File: src/rtl/audio_elapsed_timer.sv
// Elapsed-time counter for the recorder: whole seconds in binary and BCD,
// driven by debounced record/play, pause and stop key pulses.
module audio_elapsed_timer #(
  parameter int unsigned CLK_FREQ = 12000000,
  parameter int unsigned MAX_SEC  = 32
) (
  input  logic       i_clk,
  input  logic       i_rst,
  input  logic       i_start,
  input  logic       i_pause,
  input  logic       i_stop,
  output logic [6:0] o_seconds,
  output logic [3:0] o_sec_tens,
  output logic [3:0] o_sec_ones,
  output logic       o_running,
  output logic       o_limit
);

  localparam int unsigned PW = $clog2(CLK_FREQ);
  localparam logic [PW-1:0] PRE_LAST = PW'(CLK_FREQ - 1);
  localparam logic [6:0]    SEC_LAST = 7'(MAX_SEC - 1);

  typedef enum logic [1:0] {IDLE, RUN, PAUSE} state_t;

  state_t        state;
  logic [PW-1:0] prescaler;

  always_ff @(posedge i_clk) begin
    if (i_rst) begin
      state      <= IDLE;
      prescaler  <= '0;
      o_seconds  <= '0;
      o_sec_tens <= '0;
      o_sec_ones <= '0;
      o_running  <= 1'b0;
      o_limit    <= 1'b0;
    end else begin
      case (state)
        IDLE: begin
          if (!i_stop && i_start) begin
            prescaler  <= '0;
            o_seconds  <= '0;
            o_sec_tens <= '0;
            o_sec_ones <= '0;
            o_limit    <= 1'b0;
            o_running  <= 1'b1;
            state      <= RUN;
          end
        end
        RUN: begin
          // A start in RUN is ignored, so it also masks a same-cycle pause.
          if (i_stop) begin
            state     <= IDLE;
            o_running <= 1'b0;
          end else if (i_pause && !i_start) begin
            state     <= PAUSE;
            o_running <= 1'b0;
          end else if (prescaler == PRE_LAST) begin
            prescaler <= '0;
            o_seconds <= o_seconds + 7'd1;
            if (o_sec_ones == 4'd9) begin
              o_sec_ones <= '0;
              o_sec_tens <= o_sec_tens + 4'd1;
            end else begin
              o_sec_ones <= o_sec_ones + 4'd1;
            end
            if (o_seconds == SEC_LAST) begin
              o_limit   <= 1'b1;
              o_running <= 1'b0;
              state     <= IDLE;
            end
          end else begin
            prescaler <= prescaler + PW'(1);
          end
        end
        PAUSE: begin
          if (i_stop) begin
            state <= IDLE;
          end else if (i_start || i_pause) begin
            state     <= RUN;
            o_running <= 1'b1;
          end
        end
        default: begin
          state     <= IDLE;
          o_running <= 1'b0;
        end
      endcase
    end
  end

endmodule

File: config.mk
export PLATFORM = sky130hd
export DESIGN_NAME = audio_elapsed_timer
export DESIGN_NICKNAME = d
export VERILOG_FILES = /design/src/rtl/audio_elapsed_timer.sv
export SDC_FILE = /design/constraint.sdc
export NUM_CORES = 1
export LEC_CHECK = 0
export BUFFER_PORTS_ARGS = -buffer_cell sky130_fd_sc_hd__buf_2
export CAP_MARGIN = 20
export CORE_ASPECT_RATIO = 1.25
export CORE_UTILIZATION = 25
export CTS_BUF_LIST = sky130_fd_sc_hd__clkbuf_4
export CTS_CLUSTER_DIAMETER = 50
export CTS_CLUSTER_SIZE = 25
export DETAILED_ROUTE_END_ITERATION = 7
export PLACE_DENSITY = 0.44
export SYNTH_ARGS = -nofsm -noshare
export SYNTH_HDL_FRONTEND = slang
export SYNTH_SLANG_ARGS = --single-unit
File: constraint.sdc
create_clock -name i_clk -period 2.55 [get_ports i_clk]
set_clock_uncertainty 0.1 [all_clocks]
set_input_delay 0.1275 -clock i_clk [delete_from_list [all_inputs] [get_ports i_clk]]
set_output_delay 0.1275 -clock i_clk [all_outputs]
set_load 0.1 [all_outputs]
# Yosys cells after proc, flatten, opt, wreduce, memory -nomap -nowiden
# Index checks and enable logic that the tools add are counted.
word_totals:
  word_cells: 83
  input_bits: 5
  ff_bits: 43
  out_inout_bits: 17
op_classes:
  muxes: 43
  eq_ne: 16
  n_addsub: 4
  reduce_logical: 13
ops:
  columns: ["operator", "count"]
  rows:
  - ["$mux W24", 4]
  - ["$pmux W24 S2", 1]
  - ["$mux W4", 9]
  - ["$mux W7", 4]
  - ["$add A24 B1 Y24 const B", 1]
  - ["$eq A24 B24 Y1 const B", 1]
  - ["$ne A2 B2 Y1 const B", 8]
  - ["$pmux W4 S2", 2]
  - ["$mux W2", 7]
  - ["$pmux W7 S2", 1]
  - ["$mux W1", 12]
  - ["$reduce_and A6 Y1", 2]
  - ["$reduce_and A5 Y1", 2]
  - ["$add A4 B1 Y4 const B", 2]
  - ["$ne A4 B4 Y1 const B", 2]
  - ["$reduce_and A4 Y1", 2]
  - ["$add A7 B1 Y7 const B", 1]
  - ["$eq A7 B5 Y1 const B", 1]
  - ["$pmux W2 S3", 1]
  - ["$eq A4 B4 Y1 const B", 1]
  - ["$ne A3 B3 Y1 const B", 1]
  - ["$pmux W1 S3", 1]
  - ["$eq A2 B1 Y1 const B", 1]
  - ["$eq A2 B2 Y1 const B", 1]
  - ["other kinds (6)", 8]

# Longest topological paths before layout
logic_depth:
  depth_word: 6
  mapped_depth: 7

# Worst setup path after synthesis
# No wires, ideal clock.
synth_path:
  kind: "flip-flop to flip-flop"
  start: "register o_sec_ones[0]"
  end: "register o_sec_tens[3]"
  n_path_buf: 0
  t_required_ns: 2.380
  setup_slack_ns: 0.256
  path_stages_with_launch: 7
  synth_period_minus_slack_ns: 2.294
  arrival_time_ns: 2.124
  path_cell_list: "dfxtp_1 -> ha_1 -> nand3b_1 -> nand2_1 -> nand4_1 -> or3_1 -> a21oi_1"
synth_via:
  elab_chain_cells: 3
synth_lines:
  columns: ["element", "line", "rtl"]
  rows:
  - ["start: declaration", "14", "output logic [3:0] o_sec_ones,"]
  - ["start signal: assignment", "65", "o_sec_ones <= o_sec_ones + 4'd1;"]
  - ["$eq A4 B4 Y1", "61", "if (o_sec_ones == 4'd9) begin"]
  - ["$ne A2 B2 Y1 (no source line)", null, null]
  - ["$reduce_and A6 Y1 (no source line)", null, null]
  - ["end signal: assignment", "63", "o_sec_tens <= o_sec_tens + 4'd1;"]
  - ["end: declaration", "13", "output logic [3:0] o_sec_tens,"]
# No other way between the ends.
# A chain may end at the register's enable or synchronous reset.

# Final worst setup path
layout_path:
  start: "register prescaler[0]"
  end: "register o_seconds[4]"
layout_via:
  elab_chain_cells: 3
layout_lines:
  columns: ["element", "line", "rtl"]
  rows:
  - ["start: declaration", "26", "logic [PW-1:0] prescaler;"]
  - ["start signal: assignment", "73", "prescaler <= prescaler + PW'(1);"]
  - ["$eq A24 B24 Y1", "58", "end else if (prescaler == PRE_LAST) begin"]
  - ["$ne A2 B2 Y1 (no source line)", null, null]
  - ["$reduce_and A5 Y1 (no source line)", null, null]
  - ["end signal: assignment", "60", "o_seconds <= o_seconds + 7'd1;"]
  - ["end: declaration", "12", "output logic [6:0] o_seconds,"]
# No other way between the ends.

==> out/results.tsv <==
stage	metric	value	unit
floorplan	io_pins	22	
grt	met3_usage	3.16	%
synth	ys_top_cells_by_count	dfxtp_1 (43), nor2_1 (32), nand2_1 (20), a21oi_1 (18), xnor2_1 (18)	
synth	yosysMostFrequentCell	dfxtp_1	
timing	finalSetupTns	0	ns
placement	dp.cells	369	
power	power_density	464	nW/um^2
synth	avgSynthCellArea	8.38	sq um
worst_setup_path	required	2.75	ns
worst_setup_path	path_cells	ha_1, and4_1, o2111a_1, a21oi_2, buf_4, o21ai_0, a21oi_1	
timing	fin_crit	2.16	ns
cts	cts_tree	done	
drt	via_per_inst	5.07	
placement	io_buffer_count	21	
cts	ctsRootBufferMaster	clkbuf_4	
synth	synth_cells	254	
synth	synth_edf_count	0	
layout	synthToLayoutAreaGrowth	14.2	%
floorplan	start_util	25.8	%
drt	drt-total-wl	5260	um
cts	cts_resized	0	
cts	ctsHoldBuffers	2	
synth	synth_top_area_share	40.4	%
cts	clock_latency	0.36	ns
worst_setup_path	crit_arrival	2.36	ns
power	irDropWorstVdd	0.150	mV
timing	finalSetupViolations	0	
floorplan	die_h	105	um
cts	cts_buffers	5	
run_status	violations	design-rule violations	
synth	synth_area	2130	sq um
grt	grt_pass1_wl	8800	um
synth	synth_fp_nets	264	
worst_setup_path	cp-start-kind	flop	
timing	rsz0062_at_grt	false	
cts	cts_sinks	43	
synth	yosys.area.top_type	dfxtp_1	
grt	grt_pass1_vias	1850	
drt	vias	1915	
grt	gr-total-overflow	0	
worst_setup_path	crit_path_top_delay_cell	a21oi_2	
job	maxCapViolations	0	
grt	grt_max_degree	23	
layout	nFillCells	912	
floorplan	dieArea	8890	sq um
timing	slew_viol_final	0	
floorplan	die-width	84.5	um
worst_setup_path	path_class	reg -> reg	
timing	tightestPinTransition	0.985	ns
drt	final_antenna_net_count	0	
run_status	status	finished, violations left	
drt	drt_iter0_drc	57	
grt	met2_usage	21.5	%
layout	stdcell_count	378	
worst_setup_path	slowest_delay	0.51	ns
layout	final_layout_size_suffix_gt1_share	12.8	%
placement	place.gp.congestion	0.763	
grt	antenna_found_initial	0	
synth	ys_seq_area_share	40.4	%
timing	hold_viol_final	0	
floorplan	rows	37	
grt	met1_usage	15.1	%
grt	grt-busiest-layer	met2	
synth	synthTopCellsByArea	dfxtp_1 (40%), xnor2_1 (7.4%), nor2_1 (5.6%), a21oi_1 (4.2%), nand2_1 (3.5%)	
synth	yosysWarnings	0	
grt	track_usage	12.5	%
layout	antennaDiodeCount	0	
cts	cts_buffer_depth	2	
cts	h-tree-depth	2	
cts	postCtsSetupRepairBufs	0	
worst_setup_path	cp_top_family	compound AO/OA/AOI/OAI gates	
worst_setup_path	crit_fanout	15	
drt	drc	10	
synth	ys_types	46	
timing	max_freq	464	MHz
worst_setup_path	regToRegSetupSlack	0.39	ns
timing	fin_ws	0.394	ns
layout	fin_area	2430	sq um
synth	synthArstFlopShare	0	%
drt	post_drt_wl_per_cell	13.9	um
cts	clk_pin_slew_worst_paths	0.13	ns
worst_setup_path	crit_path_end_kind	flop	
timing	slew_headroom	34.3	%
drt	firstDrtPassIters	6	
min_path	hold_class	in -> reg	
synth	ys_ff_latch	43	
placement	dp_hpwl	3650	um
placement	placed_area	2360	sq um
power	p_leak	0.826	nW
floorplan	core-area	8240	sq um
worst_setup_path	path_buf_inv	1	
placement	preCtsSetupSlack	0.363	ns
synth	yosys_most_used_dff	dfxtp_1	
layout	fin_nets	291	
timing	timing.final.crit_share	84.5	%
==> per-layer routing <==
layer,part of all wire (%),wire [um]
met3,3.8,198
met2,49,2570
met4,1.5,78
met5,0,0
met1,46,2420
==> sequential cells by signal (all words and copies together), names as in the netlist <==
register	flops
o_limit	1
o_running	1
o_sec_ones	4
o_sec_tens	4
o_seconds	7
prescaler	24
state	2
==> cell type report <==
class | count | area, sq um | area share [%]
clock buffers | 5 | 37.5 | 1.54
clock inverters | 2 | 8.76 | 0.360
inverters | 4 | 15.0 | 0.618
multi-input cells | 198 | 1220 | 50.1
flip-flops and latches | 43 | 861 | 35.4
well taps | 97 | 121 | 4.99
repair buffers | 29 | 170 | 7.00
==> placed cells by master, fill, tap and decap left out, types with 2 or more instances in the layout <==
master	instances
buf_4	6
or4_1	3
xnor2_1	18
buf_2	21
and2_1	2
o31ai_1	2
nand4_1	7
or3_1	8
o21ai_1	3
dfxtp_1	43
nand2b_1	2
and4_1	5
ha_1	5
a21oi_1	18
nand3_1	12
nor4_1	11
dlygate4sd3_1	2
inv_1	4
nor3_1	7
xor2_1	5
nor2b_1	3
nand2_1	20
and3_1	5
o21ai_0	7
nor2_1	32
clkbuf_4	5
o21a_1	2
==> worst reg2reg max path, cell delays in order, from the launching register on <==
cell      delay [ns]
dfxtp_1         0.35
ha_1            0.22
and4_1          0.27
o2111a_1        0.19
a21oi_2         0.51
buf_4           0.26
o21ai_0         0.10
a21oi_1         0.12
==> cell families after synthesis <==
family | share of synthesized area (%)
AND/OR/NAND/NOR | 32.9
flip-flops | 40.4
AO/OA/AOI/OAI | 11.9
XOR/XNOR | 9.46
buffers and inverters | 2.41
adder cells (fa/ha/maj) | 2.94
==> report_power, final <==
group	internal (W)	switching, W	leakage, nW
sequential	0.000679	0.00000905	0.347
combinational	0.0000309	0.0000874	0.450
clock	0.0000981	0.000222	0.0285
total	0.000808	0.000319	0.826
==> stage by stage <==
stage               hold slack (ns)  util (%)  total power (W)
floorplan                     0.104         -         0.000789
global placement              0.302      28.7         0.000821
detailed placement            0.297      28.7         0.000822
CTS                          0.0290      29.5          0.00115
global route                 0.0273      29.5          0.00119
finish                       0.0340      29.5          0.00113
==> worst paths after layout <==
kind	startpoint	cells past startpoint	endpoint
worst min register to register	prescaler[1]	2	prescaler[1]
worst min-delay path	i_rst	2	o_sec_ones[3]
worst max-delay path	prescaler[0]	7	o_seconds[4]
worst max register to register	prescaler[0]	7	o_seconds[4]
(Power assumes the default switching activity.)
